`src/rtl/ps2_host_tx_if.sv`:
```
// Host-transmitter bundle: byte handshake from the keyboard controller,
// raw PS/2 pin levels from the pads and the open-drain pull-low enables.
interface ps2_host_tx_if;
    logic [7:0] tx_data;
    logic       tx_valid;
    logic       tx_ready;
    logic       tx_busy;
    logic       tx_done;
    logic       tx_error;
    logic       ps2_clock_in;
    logic       ps2_data_in;
    logic       ps2_clock_oe;
    logic       ps2_data_oe;

    // Controller / pad side of the transmitter.
    modport master (
        output tx_data,
        output tx_valid,
        output ps2_clock_in,
        output ps2_data_in,
        input  tx_ready,
        input  tx_busy,
        input  tx_done,
        input  tx_error,
        input  ps2_clock_oe,
        input  ps2_data_oe
    );

    // The transmitter itself.
    modport slave (
        input  tx_data,
        input  tx_valid,
        input  ps2_clock_in,
        input  ps2_data_in,
        output tx_ready,
        output tx_busy,
        output tx_done,
        output tx_error,
        output ps2_clock_oe,
        output ps2_data_oe
    );
endinterface

```
`src/rtl/ps2_host_tx.sv`:
```
// Host-to-device PS/2 transmitter: sends one command byte to the keyboard
// over the shared open-drain clock/data pair using pull-low enables.
//
// state       | meaning
// ------------+-------------------------------------------------------------
// S_IDLE      | bus released, tx_ready high, waiting for a request
// S_INHIBIT   | host holds clock low to claim the bus
// S_START     | host holds clock and data low (start bit) before release
// S_BITS      | device clocks; data/parity/stop driven after each fall
// S_ACK       | bus released, device ack sampled on the next fall
// S_WAIT_IDLE | waiting for device to release both lines
// S_DONE      | one-cycle tx_done pulse
// S_ERR       | one-cycle tx_error pulse (nack or timeout)
module ps2_host_tx #(
    parameter int P_INHIBIT_CYCLES = 5000,
    parameter int P_START_CYCLES   = 16,
    parameter int P_TIMEOUT_CYCLES = 750000
) (
    input  logic         clk_in,
    input  logic         reset,
    ps2_host_tx_if.slave bus
);

    typedef enum logic [2:0] {
        S_IDLE,
        S_INHIBIT,
        S_START,
        S_BITS,
        S_ACK,
        S_WAIT_IDLE,
        S_DONE,
        S_ERR
    } state_t;

    // Terminal-count values; the shared counter starts at 0 on state entry.
    localparam logic [19:0] INHIBIT_LAST = 20'(P_INHIBIT_CYCLES - 1);
    localparam logic [19:0] START_LAST   = 20'(P_START_CYCLES - 1);
    localparam logic [19:0] TIMEOUT_LAST = 20'(P_TIMEOUT_CYCLES - 1);

    state_t      state_q;
    logic [1:0]  clk_sync_q;
    logic [1:0]  data_sync_q;
    logic        clk_prev_q;
    logic        fall_q;
    logic        fall_d;
    logic [7:0]  shift_q;
    logic        parity_q;
    logic [3:0]  bit_idx_q;
    logic [19:0] cnt_q;
    logic        ready_q;
    logic        busy_q;
    logic        done_q;
    logic        error_q;
    logic        clock_oe_q;
    logic        data_oe_q;

    logic        clk_s;
    logic        data_s;
    logic        timeout;

    assign clk_s   = clk_sync_q[1];
    assign data_s  = data_sync_q[1];
    assign fall_d  = clk_prev_q & ~clk_s;
    assign timeout = (cnt_q == TIMEOUT_LAST);

    assign bus.tx_ready     = ready_q;
    assign bus.tx_busy      = busy_q;
    assign bus.tx_done      = done_q;
    assign bus.tx_error     = error_q;
    assign bus.ps2_clock_oe = clock_oe_q;
    assign bus.ps2_data_oe  = data_oe_q;

    // Pin synchronizers and registered falling-edge detect (pin edge to
    // fall_q is three cycles). Reset to the released (high) level so a
    // reset never fabricates a fall.
    always_ff @(posedge clk_in or posedge reset) begin
        if (reset) begin
            clk_sync_q  <= 2'b11;
            data_sync_q <= 2'b11;
            clk_prev_q  <= 1'b1;
            fall_q      <= 1'b0;
        end else begin
            clk_sync_q  <= {clk_sync_q[0], bus.ps2_clock_in};
            data_sync_q <= {data_sync_q[0], bus.ps2_data_in};
            clk_prev_q  <= clk_s;
            fall_q      <= fall_d;
        end
    end

    // Frame sequencer with registered handshake and bus-enable outputs.
    always_ff @(posedge clk_in or posedge reset) begin
        if (reset) begin
            state_q    <= S_IDLE;
            shift_q    <= 8'h00;
            parity_q   <= 1'b0;
            bit_idx_q  <= 4'd0;
            cnt_q      <= 20'd0;
            ready_q    <= 1'b1;
            busy_q     <= 1'b0;
            done_q     <= 1'b0;
            error_q    <= 1'b0;
            clock_oe_q <= 1'b0;
            data_oe_q  <= 1'b0;
        end else begin
            done_q  <= 1'b0;
            error_q <= 1'b0;
            case (state_q)
                S_IDLE: begin
                    // ready_q is high throughout IDLE, so tx_valid alone accepts.
                    if (bus.tx_valid) begin
                        shift_q    <= bus.tx_data;
                        parity_q   <= ~^bus.tx_data;
                        cnt_q      <= 20'd0;
                        clock_oe_q <= 1'b1;
                        data_oe_q  <= 1'b0;
                        ready_q    <= 1'b0;
                        busy_q     <= 1'b1;
                        state_q    <= S_INHIBIT;
                    end
                end

                S_INHIBIT: begin
                    if (cnt_q == INHIBIT_LAST) begin
                        cnt_q     <= 20'd0;
                        data_oe_q <= 1'b1;
                        state_q   <= S_START;
                    end else begin
                        cnt_q <= cnt_q + 20'd1;
                    end
                end

                S_START: begin
                    // Releasing the clock hands the bus to the device; the start
                    // bit stays driven until the first device fall.
                    if (cnt_q == START_LAST) begin
                        cnt_q      <= 20'd0;
                        bit_idx_q  <= 4'd0;
                        clock_oe_q <= 1'b0;
                        state_q    <= S_BITS;
                    end else begin
                        cnt_q <= cnt_q + 20'd1;
                    end
                end

                S_BITS: begin
                    if (fall_q) begin
                        cnt_q     <= 20'd0;
                        bit_idx_q <= bit_idx_q + 4'd1;
                        if (bit_idx_q < 4'd8) begin
                            data_oe_q <= ~shift_q[0];
                            shift_q   <= {1'b0, shift_q[7:1]};
                        end else if (bit_idx_q == 4'd8) begin
                            data_oe_q <= ~parity_q;
                        end else begin
                            data_oe_q <= 1'b0;
                            state_q   <= S_ACK;
                        end
                    end else if (timeout) begin
                        cnt_q      <= 20'd0;
                        clock_oe_q <= 1'b0;
                        data_oe_q  <= 1'b0;
                        error_q    <= 1'b1;
                        state_q    <= S_ERR;
                    end else begin
                        cnt_q <= cnt_q + 20'd1;
                    end
                end

                S_ACK: begin
                    // Device acks by holding data low across this clock pulse.
                    if (fall_q) begin
                        cnt_q <= 20'd0;
                        if (!data_s) begin
                            state_q <= S_WAIT_IDLE;
                        end else begin
                            error_q <= 1'b1;
                            state_q <= S_ERR;
                        end
                    end else if (timeout) begin
                        cnt_q   <= 20'd0;
                        error_q <= 1'b1;
                        state_q <= S_ERR;
                    end else begin
                        cnt_q <= cnt_q + 20'd1;
                    end
                end

                S_WAIT_IDLE: begin
                    if (clk_s && data_s) begin
                        cnt_q   <= 20'd0;
                        done_q  <= 1'b1;
                        state_q <= S_DONE;
                    end else if (fall_q) begin
                        cnt_q <= 20'd0;
                    end else if (timeout) begin
                        cnt_q   <= 20'd0;
                        error_q <= 1'b1;
                        state_q <= S_ERR;
                    end else begin
                        cnt_q <= cnt_q + 20'd1;
                    end
                end

                S_DONE, S_ERR: begin
                    // tx_ready returns the cycle after the completion pulse.
                    cnt_q      <= 20'd0;
                    clock_oe_q <= 1'b0;
                    data_oe_q  <= 1'b0;
                    ready_q    <= 1'b1;
                    busy_q     <= 1'b0;
                    state_q    <= S_IDLE;
                end

                default: begin
                    cnt_q      <= 20'd0;
                    clock_oe_q <= 1'b0;
                    data_oe_q  <= 1'b0;
                    ready_q    <= 1'b1;
                    busy_q     <= 1'b0;
                    state_q    <= S_IDLE;
                end
            endcase
        end
    end

endmodule

```
`src/flat_wrapper.sv`:
```
// flat-port wrapper written by rule: the top's interface ports become plain ports
module ps2_host_tx_flat 
#(
    parameter int P_INHIBIT_CYCLES = 5000,
    parameter int P_START_CYCLES   = 16,
    parameter int P_TIMEOUT_CYCLES = 750000
)
  (clk_in, reset, bus_tx_data, bus_tx_valid, bus_ps2_clock_in, bus_ps2_data_in, bus_tx_ready, bus_tx_busy, bus_tx_done, bus_tx_error, bus_ps2_clock_oe, bus_ps2_data_oe);
  ps2_host_tx_if bus_i ();
  input  logic clk_in;
  input  logic reset;
  input wire logic [$bits(bus_i.tx_data)-1:0] bus_tx_data;
  input wire logic [$bits(bus_i.tx_valid)-1:0] bus_tx_valid;
  input wire logic [$bits(bus_i.ps2_clock_in)-1:0] bus_ps2_clock_in;
  input wire logic [$bits(bus_i.ps2_data_in)-1:0] bus_ps2_data_in;
  output wire logic [$bits(bus_i.tx_ready)-1:0] bus_tx_ready;
  output wire logic [$bits(bus_i.tx_busy)-1:0] bus_tx_busy;
  output wire logic [$bits(bus_i.tx_done)-1:0] bus_tx_done;
  output wire logic [$bits(bus_i.tx_error)-1:0] bus_tx_error;
  output wire logic [$bits(bus_i.ps2_clock_oe)-1:0] bus_ps2_clock_oe;
  output wire logic [$bits(bus_i.ps2_data_oe)-1:0] bus_ps2_data_oe;
  assign bus_i.tx_data = bus_tx_data;
  assign bus_i.tx_valid = bus_tx_valid;
  assign bus_i.ps2_clock_in = bus_ps2_clock_in;
  assign bus_i.ps2_data_in = bus_ps2_data_in;
  assign bus_tx_ready = bus_i.tx_ready;
  assign bus_tx_busy = bus_i.tx_busy;
  assign bus_tx_done = bus_i.tx_done;
  assign bus_tx_error = bus_i.tx_error;
  assign bus_ps2_clock_oe = bus_i.ps2_clock_oe;
  assign bus_ps2_data_oe = bus_i.ps2_data_oe;
  ps2_host_tx #(.P_INHIBIT_CYCLES(P_INHIBIT_CYCLES), .P_START_CYCLES(P_START_CYCLES), .P_TIMEOUT_CYCLES(P_TIMEOUT_CYCLES)) u_core (.clk_in(clk_in), .reset(reset), .bus(bus_i));
endmodule
```
`config.mk`:
```
export PLATFORM = sky130hd
export DESIGN_NAME = ps2_host_tx_flat
export DESIGN_NICKNAME = d
export VERILOG_FILES = /design/src/rtl/ps2_host_tx_if.sv /design/src/rtl/ps2_host_tx.sv /design/src/flat_wrapper.sv
export SDC_FILE = /design/constraint.sdc
export NUM_CORES = 1
export LEC_CHECK = 0
export CORE_MARGIN = 2
export CORE_UTILIZATION = 50
export DETAILED_ROUTE_END_ITERATION = 10
export PLACE_DENSITY = 0.77
export SLEW_MARGIN = 20
export SYNTH_ARGS = -nofsm -noshare
export SYNTH_HDL_FRONTEND = slang
export SYNTH_SLANG_ARGS = --single-unit
```
`constraint.sdc`:
```
create_clock -name clk_in -period 6.72 [get_ports clk_in]
set_input_delay 0.672 -clock clk_in [delete_from_list [all_inputs] [get_ports clk_in]]
set_output_delay 0.672 -clock clk_in [all_outputs]
set_load 0.01 [all_outputs]
```
==> implementation parameters <==
Parameter                              Value

Timing
  Worst Max-Slew Pin Slew    roughly 1000 ps
  Count of final max-slew check failures    0
  Summed negative setup slack over all endpoints    0 ps
  Maximum achievable frequency    ~330 MHz
  Setup repair after global routing missed its margin    false
  Total count of hold-check failures in the final report    0
  Clock skew    approximately 4.5 ps
  Fraction of the cycle the final worst path needs    a little under half
  Final min period    between 3000 and 4000 ps
  Worst rel slew slack    roughly 30%
  # setup viols final    0

Setup path
  CP Data Required Time    ~6900 ps
  Crit path launch type    register
  Worst Setup Path Type    register to register
  Launch instance of the worst register-to-register path    u_core.cnt_q[0]
  Critical-path maximum fanout    15
  Kind of end point of the critical path    register
  FF-to-FF path depth    6
  Launch point of the critical path    u_core.cnt_q[0]
  Arrival time reported for the critical path endpoint    3210 ps

Route
  DR vias/cell    5.75
  Total length of routed wires    roughly 5300 um
  DR vias    between 2000 and 2500
  DRC    0
  ANT nets after route    0
  DRC violation total after the first TritonRoute iteration    163
  Average wire per standard cell    around 14 um
  Drt first pass iters    5

CTS
  TritonCTS clock tree    built
  Hold-fix buffers, CTS    0
  Clock Root Buffer    sky130_fd_sc_hd__clkbuf_8
  Number of sinks handled by clock tree synthesis    48
  Post-CTS repair timing setup buffer count    0
  Count of cells resized by post-cts repair    0
  Worst-skew pair later-pin latency    ~300 ps
  Maximum root-to-sink buffer count    2
  Number of buffers inserted during clock tree synthesis    5
  Number of H-tree branching levels    2
  Clock transition at the register clock pins on the worst setup and hold paths after CTS    roughly 80 ps

Finish
  N_diodes    0
  Layout overhead on the synthesized area    12.8%
  Fill cell total of the finished layout    approximately 430
  Final #Nets    316
  Footprint of the multi-input gates    between 1000 and 1500 um2
  Share of layout cells above drive strength 1    ~7.3%
  Sequential standard cell area    between 1000 and 1500 um2
  Final Util    57.8%

Hold path
  Number of cells traversed by the worst hold path    0
  Launch point of the worst hold path    u_core.data_sync_q[0]
  Class of the worst hold path    register to register

Placement
  I/O Buffers    18
  Detail Placement HPWL    3680 um
  Final Wtd Congestion    roughly 0.97

Synth
  Number of enable flip-flop cells after synthesis    0
  Top-area cell type share of the netlist area    between 40 and 50%
  Ys Warns    0
  Distinct cell type count of the synthesized netlist    52
  Synth top area cells    sky130_fd_sc_hd__dfrtp_1, sky130_fd_sc_hd__dfstp_2, sky130_fd_sc_hd__xnor2_1
  Leading cell types by count after synthesis    sky130_fd_sc_hd__dfrtp_1, sky130_fd_sc_hd__nor2_1, sky130_fd_sc_hd__nand2_1, sky130_fd_sc_hd__xnor2_1, sky130_fd_sc_hd__a21oi_1
  Cell with the most instances after synthesis    sky130_fd_sc_hd__dfrtp_1
  FFs w/ async S/R, synth    100%
  Number of cells produced by synthesis    around 280
  Syn_area_per_cell    between 9 and 10 um2
  Flop and latch count out of synthesis    between 40 and 50
  Synth Net Count    299
  Cell type with the highest aggregate area in the netlist    sky130_fd_sc_hd__dfrtp_1
  Leading register cell type out of synthesis    sky130_fd_sc_hd__dfrtp_1
  Syn Std Cell Area    2580 um2
  Post-synthesis sequential area ratio    46.8%

Global route
  Pin count of the biggest net entering global routing    between 40 and 50
  GR met1 Demand/Resource    29.6%
  Global Route met2 Usage    between 20 and 30%
  Vias in the first global route    1893
  Number of antenna violations at the first check in global routing    0
  Wire length of the first global-routing pass    about 8700 um
  Global router's overall resource usage    about a fifth
  Met3 demand-to-capacity share in global routing    4.37%
  GRT overflow    0
  Layer with the highest usage after global routing    met1

Run status
  Run status    finished clean

Power and ir drop
  Largest vdd supply drop    between 0.00015 and 0.0002 V
  Static leakage    ~1.1 nW
  Power per Cell Area    about 180 nW/um2

Floorplan
  Die area    about 5800 um2
  FP Rows    26
  Number of top-level pins    19
  Die extent in x    between 70 and 80 um
  Die height    75.9 um
  Starting utilization of the core area    51.2%
  Placeable core area    slightly above 5000 um2

Job
  Number of max-capacitance violations reported    0
==> routing by layer <==
layer	routed length, um	vias up	share of wire [%]
met2	2440	56	46
met5	0	-	0
li1	-	1040	-
met4	82	0	1.6
met3	232	7	4.4
met1	2500	1029	48
==> stage by stage <==
step / area, um2 / total power (W) / worst slack (ps) / instances / hold WS, ps
global placement: 2810 / 0.000357 / 3740 / 363 / 346
CTS: 2900 / 0.000533 / 3660 / 371 / 361
detailed placement: 2810 / 0.000359 / 3670 / 363 / 349
global route: 2910 / 0.000551 / 3480 / 371 / 366
floorplan: 2580 / 0.000341 / 4000 / 283 / 345
finish: 2910 / 0.000528 / 3650 / 371 / 360
==> cell type report <==
type                       count  area share, %
multi-input combinational    214           44.5
tap                           70           3.01
timing repair buffer          18           6.18
sequential                    48           41.5
inverter                      13           1.72
clock buffer                   8           3.09
==> worst max-delay path, stage by stage (launching register included) <==
cell and delay (ps):
sky130_fd_sc_hd__dfrtp_1 410, sky130_fd_sc_hd__ha_1 230, sky130_fd_sc_hd__or4b_4 490, sky130_fd_sc_hd__or4_4 560, sky130_fd_sc_hd__o21a_1 320, sky130_fd_sc_hd__nor4_4 710
sky130_fd_sc_hd__o32ai_1 190
==> layout by cell type (no fill, tap or decap), types with 2 or more instances in the layout <==
| cell type | Yosys | routed |
|---|---|---|
| sky130_fd_sc_hd__a21o_1 | 2 | 2 |
| sky130_fd_sc_hd__a21oi_1 | 15 | 14 |
| sky130_fd_sc_hd__a31oi_1 | 8 | 8 |
| sky130_fd_sc_hd__and3_1 | 3 | 3 |
| sky130_fd_sc_hd__and4_1 | 2 | 2 |
| sky130_fd_sc_hd__clkbuf_1 | 5 | 2 |
| sky130_fd_sc_hd__clkbuf_8 | 0 | 6 |
| sky130_fd_sc_hd__clkdlybuf4s50_1 | 0 | 18 |
| sky130_fd_sc_hd__dfrtp_1 | 42 | 42 |
| sky130_fd_sc_hd__dfstp_2 | 6 | 6 |
| sky130_fd_sc_hd__ha_1 | 3 | 3 |
| sky130_fd_sc_hd__inv_1 | 13 | 12 |
| sky130_fd_sc_hd__mux2i_1 | 2 | 2 |
| sky130_fd_sc_hd__nand2_1 | 32 | 32 |
| sky130_fd_sc_hd__nand2b_1 | 4 | 4 |
| sky130_fd_sc_hd__nand3_1 | 12 | 12 |
| sky130_fd_sc_hd__nand4_1 | 6 | 6 |
| sky130_fd_sc_hd__nor2_1 | 39 | 39 |
| sky130_fd_sc_hd__nor2b_1 | 4 | 4 |
| sky130_fd_sc_hd__nor3_1 | 8 | 8 |
| sky130_fd_sc_hd__nor4_1 | 4 | 4 |
| sky130_fd_sc_hd__o21a_1 | 2 | 2 |
| sky130_fd_sc_hd__o21ai_0 | 12 | 12 |
| sky130_fd_sc_hd__o2bb2ai_1 | 2 | 2 |
| sky130_fd_sc_hd__o31ai_1 | 2 | 2 |
| sky130_fd_sc_hd__o32ai_1 | 3 | 3 |
| sky130_fd_sc_hd__o41ai_1 | 2 | 2 |
| sky130_fd_sc_hd__or3_1 | 4 | 4 |
| sky130_fd_sc_hd__xnor2_1 | 17 | 17 |
| sky130_fd_sc_hd__xor2_1 | 5 | 5 |
==> cells by family after synthesis <==
family | Yosys count | share of synthesized area, %
AO/OA/AOI/OAI | 58 | 14.8
XOR/XNOR | 22 | 7.46
adder cells (fa/ha/maj) | 3 | 1.45
buffers and inverters | 21 | 3.39
flip-flops | 48 | 46.8
multiplexers | 3 | 1.21
AND/OR/NAND/NOR | 128 | 24.9
==> report_power, final <==
part	switching [W]	total, W	internal, W	leakage, nW
sequential	0.0000144	0.000313	0.000299	0.598
clock	0.0000914	0.000175	0.0000840	0.0455
combinational	0.0000196	0.0000397	0.0000201	0.484
==> sequential cells by signal, indices dropped and copies added, names as in the netlist <==
register and cells:
u_core.data_sync_q 2, u_core.bit_idx_q 4, u_core.shift_q 8, u_core.clk_sync_q 2, u_core.bus.ps2_clock_oe 1, u_core.bus.ps2_data_oe 1, u_core.cnt_q 20, u_core.bus.tx_done 1
u_core.bus.tx_busy 1, u_core.bus.tx_ready 1, u_core.clk_prev_q 1, u_core.fall_q 1, u_core.parity_q 1, u_core.bus.tx_error 1, u_core.state_q 3
==> worst paths after layout <==
kind	to	slack [ps]
setup / recovery	u_core.cnt_q[5]	3650
hold / removal	u_core.data_sync_q[1]	360
max in group asynchronous	u_core.cnt_q[6]	5430
setup reg to reg	u_core.cnt_q[5]	3650
hold reg to reg	u_core.data_sync_q[1]	360
min in group asynchronous	u_core.cnt_q[3]	810
(Power assumes the default switching activity.)
